<file path="config.mk">
export PLATFORM = sky130hd
export DESIGN_NAME = insn_queue
export DESIGN_NICKNAME = d
export VERILOG_FILES = /design/src/rtl/insn_queue_pkg.sv /design/src/rtl/insn_queue.sv
export SDC_FILE = /design/constraint.sdc
export NUM_CORES = 1
export LEC_CHECK = 0
export CAP_MARGIN = 40
export CORE_MARGIN = 2
export CORE_UTILIZATION = 40
export DETAILED_ROUTE_END_ITERATION = 16
export PLACE_DENSITY = 0.64
export SYNTH_ARGS = -nofsm -noshare
export SYNTH_HDL_FRONTEND = slang
export SYNTH_SLANG_ARGS = --single-unit
export TNS_END_PERCENT = 100
</file>
<file path="constraint.sdc">
create_clock -name clk_core -period 4.05 [get_ports clk_core]
set_input_delay 1.0125 -clock clk_core [delete_from_list [all_inputs] [get_ports clk_core]]
set_output_delay 1.0125 -clock clk_core [all_outputs]
set_load 0.005 [all_outputs]
</file>
<file path="src/rtl/insn_queue_pkg.sv">
// Shared definitions for the fetch-to-decode instruction queue: entry layout,
// predecode bits, RV32 major opcodes and the predecode helper.
package insn_queue_pkg;

    typedef enum logic [4:0] {
        OP_LOAD   = 5'b00000,
        OP_OP_IMM = 5'b00100,
        OP_STORE  = 5'b01000,
        OP_OP     = 5'b01100,
        OP_BRANCH = 5'b11000,
        OP_JALR   = 5'b11001,
        OP_JAL    = 5'b11011
    } opcode_t;

    typedef struct packed {
        logic        exc;
        logic [31:2] pc;
        logic        specid;
        logic [31:0] insn;
    } iq_entry_t;

    typedef struct packed {
        logic is_branch;
        logic is_jump;
        logic is_jalr;
    } iq_pd_t;

    // Compressed encodings (insn[1:0] != 11) never predecode as control flow.
    function automatic iq_pd_t predecode(input logic [31:0] insn);
        iq_pd_t  pd;
        opcode_t op;
        pd = '0;
        op = opcode_t'(insn[6:2]);
        if (insn[1:0] == 2'b11) begin
            pd.is_branch = (op == OP_BRANCH);
            pd.is_jump   = (op == OP_JAL) || (op == OP_JALR);
            pd.is_jalr   = (op == OP_JALR);
        end
        return pd;
    endfunction

endpackage

</file>
<file path="src/rtl/insn_queue.sv">
// Circular instruction queue between fetch1 and decode with kill and per-specid
// squash. Define INSN_QUEUE_PREDECODE_EN to store predecode bits per entry.
module insn_queue
    import insn_queue_pkg::*;
#(
    parameter int DEPTH = 4,
    parameter int CNT_W = $clog2(DEPTH) + 1
) (
    input  logic             clk_core,
    input  logic             reset,
    input  logic             fe1_valid,
    output logic             iq_stall,
    input  logic             fe1_exc,
    input  logic [31:2]      fe1_pc,
    input  logic             fe1_specid,
    input  logic [31:0]      fe1_insn,
    output logic             iq_valid,
    input  logic             de_stall,
    output logic             iq_exc,
    output logic [31:2]      iq_pc,
    output logic             iq_specid,
    output logic [31:0]      iq_insn,
    output logic [2:0]       iq_pd,
    input  logic             kill,
    input  logic             flush_spec,
    input  logic             flush_specid,
    output logic [CNT_W-1:0] iq_count
);

    localparam int PTR_W = $clog2(DEPTH);

    logic [PTR_W-1:0] head;
    logic [PTR_W-1:0] tail;
    logic [DEPTH-1:0] live;
    iq_entry_t        mem [DEPTH];
    logic             enq;
    logic             deq;

    // Stall looks only at the registered count so fetch1 never sees a
    // combinational path from decode.
    always_comb begin
        iq_stall = (iq_count == CNT_W'(DEPTH));
        iq_valid = (iq_count != '0) && live[head];
        enq      = fe1_valid && !iq_stall && !kill &&
                   !(flush_spec && (fe1_specid == flush_specid));
        deq      = (iq_count != '0) && (!iq_valid || !de_stall);
    end

    assign iq_exc    = mem[head].exc;
    assign iq_pc     = mem[head].pc;
    assign iq_specid = mem[head].specid;
    assign iq_insn   = mem[head].insn;

    always_ff @(posedge clk_core) begin
        if (reset) begin
            head     <= '0;
            tail     <= '0;
            iq_count <= '0;
            live     <= '0;
        end else if (kill) begin
            head     <= '0;
            tail     <= '0;
            iq_count <= '0;
            live     <= '0;
        end else begin
            if (enq) tail <= tail + 1'b1;
            if (deq) head <= head + 1'b1;
            iq_count <= iq_count + CNT_W'(enq) - CNT_W'(deq);
            // Squashed entries stay allocated and drain as dead heads.
            for (int i = 0; i < DEPTH; i++) begin
                if (flush_spec && (mem[i].specid == flush_specid)) live[i] <= 1'b0;
            end
            if (enq) live[tail] <= 1'b1;
        end
    end

    always_ff @(posedge clk_core) begin
        if (enq) mem[tail] <= '{exc: fe1_exc, pc: fe1_pc, specid: fe1_specid, insn: fe1_insn};
    end

`ifdef INSN_QUEUE_PREDECODE_EN
    iq_pd_t pd_mem [DEPTH];

    always_ff @(posedge clk_core) begin
        if (enq) pd_mem[tail] <= predecode(fe1_insn);
    end

    assign iq_pd = pd_mem[head];
`else
    assign iq_pd = 3'b000;
`endif

endmodule

</file>
Word-level counts from Yosys, hierarchy flattened
Memories as Yosys holds them, arrays and structs flattened. A register that Yosys moved wholly into a read port is not among the register bits.
Cells that the tools add are included.
{"block": "totals", "ff_bits": 11, "ram_bits": 256, "in_bits": 71, "out_inout_bits": 72, "wordCells": 59, "mem_count": 1}
{"name": "mem", "depth": 4, "word_bits": 64, "rd": 5, "rd_clocked_by_memory_dff": 1, "wr": 1, "line_no": "insn_queue.sv:35", "source": "iq_entry_t mem [DEPTH];"}
{"block": "op_classes", "add_sub_neg": 4, "n_lt_le_gt_ge": 3, "eq_ne": 6, "mux": 21, "bitwise": 1, "n_reduce_logical": 19}
{"cell": "$mux W1", "count": 16}
{"cell": "$logic_and A1 B1 Y1", "count": 11}
{"cell": "$lt A2 B3 Y1 const B", "count": 2}
{"cell": "$eq A1 B1 Y1", "count": 5}
{"cell": "$logic_not A1 Y1", "count": 5}
{"cell": "$add A2 B1 Y2 const B", "count": 2}
{"cell": "$mux W2", "count": 2}
{"cell": "$mux W4", "count": 1}
{"cell": "$or A4 B4 Y4", "count": 1}
{"cell": "$add A3 B1 Y3", "count": 1}
{"cell": "$eq A3 B3 Y1 const B", "count": 1}
{"cell": "$reduce_bool A3 Y1", "count": 1}
{"cell": "$sub A3 B1 Y3", "count": 1}
{"cell": "$bmux W1 S2", "count": 1}
{"cell": "$demux W1 S2", "count": 1}
{"cell": "$ge A2 B1 Y1 const B", "count": 1}
{"cell": "$reduce_or A2 Y1", "count": 1}
{"cell": "$logic_or A1 B1 Y1", "count": 1}

Logic depth before layout (Yosys ltp)
{"block": "logic_depth", "word_depth": 8, "depth_mapped": 12, "ltp_nobuf": 10}

Worst setup path before layout
No wires, ideal clock.
{"block": "synth_path", "kind": "input -> register", "start": "in flush_specid", "end": "mem mem[0][0] (netlist name) (enable)", "setup_ns": 0.429, "t_arrival_ns": 3.424, "t_required_ns": 3.621, "slack_ns": 0.198, "stages": 5, "n_path_buf": 2, "path_cell_list": "buf_6 xnor2_1 a2111oi_2 buf_6 and2_1"}
{"block": "synth_between", "elab_chain_cells": 6}
{"element": "start: declaration", "line_no": "insn_queue.sv:26", "source": "input logic flush_specid,"}
{"element": "$eq A1 B1 Y1", "line_no": "insn_queue.sv:45", "source": "!(flush_spec && (fe1_specid == flush_specid));"}
{"element": "$logic_and A1 B1 Y1", "line_no": "insn_queue.sv:45"}
{"element": "$logic_not A1 Y1", "line_no": "insn_queue.sv:45"}
{"element": "$logic_and A1 B1 Y1", "line_no": "insn_queue.sv:44", "source": "enq = fe1_valid && !iq_stall && !kill &&"}
{"element": "$mux W1", "line_no": "insn_queue.sv:78", "source": "if (enq) mem[tail] <= '{exc: fe1_exc, pc: fe1_pc, specid: fe1_specid, insn: fe1_insn};"}
{"element": "$mux W1 (not written as such)", "line_no": "insn_queue.sv:78"}
{"element": "end: declaration", "line_no": "insn_queue.sv:35"}
No other way between the ends.

==> results.md <==
* Status: complete, no violations
* Hold WC Path Type: reg2reg
* Layout Nets at 659
* Full die area at 26200 um^2
* IO Port Bufs at 139
* Slew margin rel. at 63.3%
* Clk buf depth at 3
* Startpoint types: flop
* Post-Synth Simple-Gate Area at 1.31%
* Sink Count at 269
* Top-area cell type share of the netlist area at 77.2%
* Clk Latency, worst-skew pair at 520 ps
* CTS buffer count at 27
* Fmax at 280 MHz
* Drt first pass iters at 4
* Vias in the first global route at 5023
* Max FO, Critical Path at 26
* Clk_skew at 11.8 ps
* #FFs+latches synth at 269
* Kind of critical path: reg2out
* Number of H-tree levels at 1
* RSZ-0062 raised after global routing: false
* Total setup buffers inserted after CTS at 0
* Yosys cell types at 31
* Clk slew on worst S/H paths at 60 ps
* Ports at 143
* Largest net degree at the start of global routing at 39
* CP arrival at 2560 ps
* WL/cell at 19.7 um
* FFs w/ async S/R, synth at 0%
* Chip Height at 162 um
* Number of routed nets with antenna violations at 0
* Initial Util at 40.8%
* Mux contribution to synthesized area at 14.8%
* Placement Setup Slack at 377 ps
* Area after DPL at 11800 um^2
* Peak supply drop at 0.422 mV
* Fin. Hold Viols at 0
* # DRC at 0
* Fillers at 1915
* Final std cells w/o fill at 926
* Hold bufs inserted after CTS at 0
* Vias at 4622
* Compound-gate portion of the synthesized area at 0.968%
* Layout area overhead at 28.2%
* Ys Warns at 0
* DR vias/cell at 4.99
* Count leader, synth: edfxtp_1
* Synth Flop Type: edfxtp_1
* Crit-path cells: buf_12 > mux4_2 > clkdlybuf4s50_1
* Fin area at 12800 um^2
* Worst slew pin tran at 551 ps
* Final setup viols at 0
* Cell count after synthesis at 419
* Largest family of logic cells by synthesized area: multiplexers
* RePlAce Congestion at 0.688
* Initial antenna violation count at 2
* Mapped Area at 9960 um^2
* Core Rows at 57
* Sequential share of the synthesized area at 79.8%
* # resized after CTS at 0
* Worst Path Buf+Inv at 2
* Number of synthesized flops with an enable pin at 256
* Setup_tns at 0 ps
* Area contributors post-synth: edfxtp_1 77%, mux4_2 14%, dfxtp_1 2.6%, ha_1 0.75%, xnor2_1 0.70%
* Cell taking the most area after synthesis: edfxtp_1
* DRT Wirelength at 18200 um
* Tot Pwr at 6.94 mW
* Root Driver: clkbuf_16
* Fin crit period at 3570 ps
* GR Util All Layers at 14.1%
* Max-cap viol count at 0
* Hpwl dp at 11000 um
* Leak at 4.00 nW
* Post-Synth Adder-Cell Area at 0.955%
* XOR/XNOR share of the synthesized area at 0.704%
* Slew Limit Fails at 0
* Period utilization at 88.2%
* Most instantiated cells after synthesis: 256 x edfxtp_1, 64 x mux4_2, 13 x dfxtp_1
* Layout cells sized above 1 at 21.5%
* Setup ws final at 476 ps
* Gr ovfl total at 0
* Global-route wire length before repair at 28400 um
* Avg Synthesized Cell Area at 23.8 um^2
* Initial DRC count at 384
* CP delay by family, top: buffers and inverters
* CP peak stage delay at 640 ps
* Die X at 162 um
* Placed insts at 876
* TritonCTS clock tree: done
* Pwr Density at 543 nW/um^2
* Worst path slowest cell: dfxtp_4
* Core area at 24400 um^2
* Critical path endpoint category: output port
* Worst EP required at 3040 ps
[cells in the final DEF, fill, tap and decap left out, types with 5 or more instances in the layout]
master	count
clkinv_2	6
mux4_2	64
bufinv_16	5
inv_1	8
clkbuf_16	27
buf_4	5
nor2_1	9
xnor2_1	8
edfxtp_1	256
ha_1	6
buf_12	7
clkinv_1	5
nand2_1	5
dfxtp_1	11
clkdlybuf4s50_1	139
[registers in the layout (all words and copies together), names as in the netlist, named ones only]
register  flops
head          2
live          4
iq_count      3
mem         256
tail          2
[layout make-up]
type | count | area [um^2] | area share [%]
diodes | 1 | 2.50 | 0.0196
well taps | 324 | 405 | 3.18
flip-flops and latches | 269 | 7960 | 62.3
clock inverters | 21 | 239 | 1.87
repair buffers | 151 | 1570 | 12.3
inverters | 8 | 30.0 | 0.235
clock buffers | 28 | 679 | 5.32
multi-input cells | 124 | 1890 | 14.8
[metrics by stage]
stage	utilization, %	hold slack [ps]
final	52.3	520
after global routing	52.3	540
after CTS	52.3	515
after detailed placement	48.6	500
after global placement	48.6	495
after floorplan	-	461
[path summary, 6_finish.rpt]
check	start	slack (ps)	to	depth (start not counted)
max	flop	480	iq_insn[28]	3
min	live[2]$_SDFF_PP0_	520	live[2]$_SDFF_PP0_	2
max reg2reg	iq_count[1]$_SDFF_PP0_	1640	iq_count[2]$_SDFF_PP0_	10
min reg2reg	live[2]$_SDFF_PP0_	520	live[2]$_SDFF_PP0_	2
[report_power, final]
part,internal (mW),switching [mW],total [mW]
Sequential,3.15,0.0835,3.23
Combinational,0.730,0.425,1.16
Clock,1.54,1.01,2.55
[cells by family (layout without fill, tap and decap cells)]
| kind of cell | count (synthesis) | after routing |
|---|---|---|
| flip-flops | 269 | 269 |
| multiplexers | 67 | 67 |
| buffers and inverters | 28 | 208 |
| AND/OR/NAND/NOR | 26 | 26 |
| AO/OA/AOI/OAI | 13 | 13 |
| XOR/XNOR | 8 | 8 |
| adder cells (fa/ha/maj) | 7 | 7 |
| other | 1 | 4 |
[tightest hold or removal path: cells and delay by family (launching register included)]
| family | cells | cell delay [ps] |
|---|---|---|
| DFF | 1 | 340 |
| and+or+nand+nor | 1 | 80 |
| AOI/OAI and AO/OA | 1 | 70 |
[routing by layer]
metal | vias to the layer above | part of all wire [%] | global-route usage [%]
met5 | - | 0.066 | 0
met4 | 2 | 2.0 | 2.98
met3 | 30 | 6.0 | 3.35
met2 | 140 | 49 | 23.8
met1 | 2376 | 43 | 19.0
li1 | 2074 | - | -
Power figures use the tool's default switching activity.
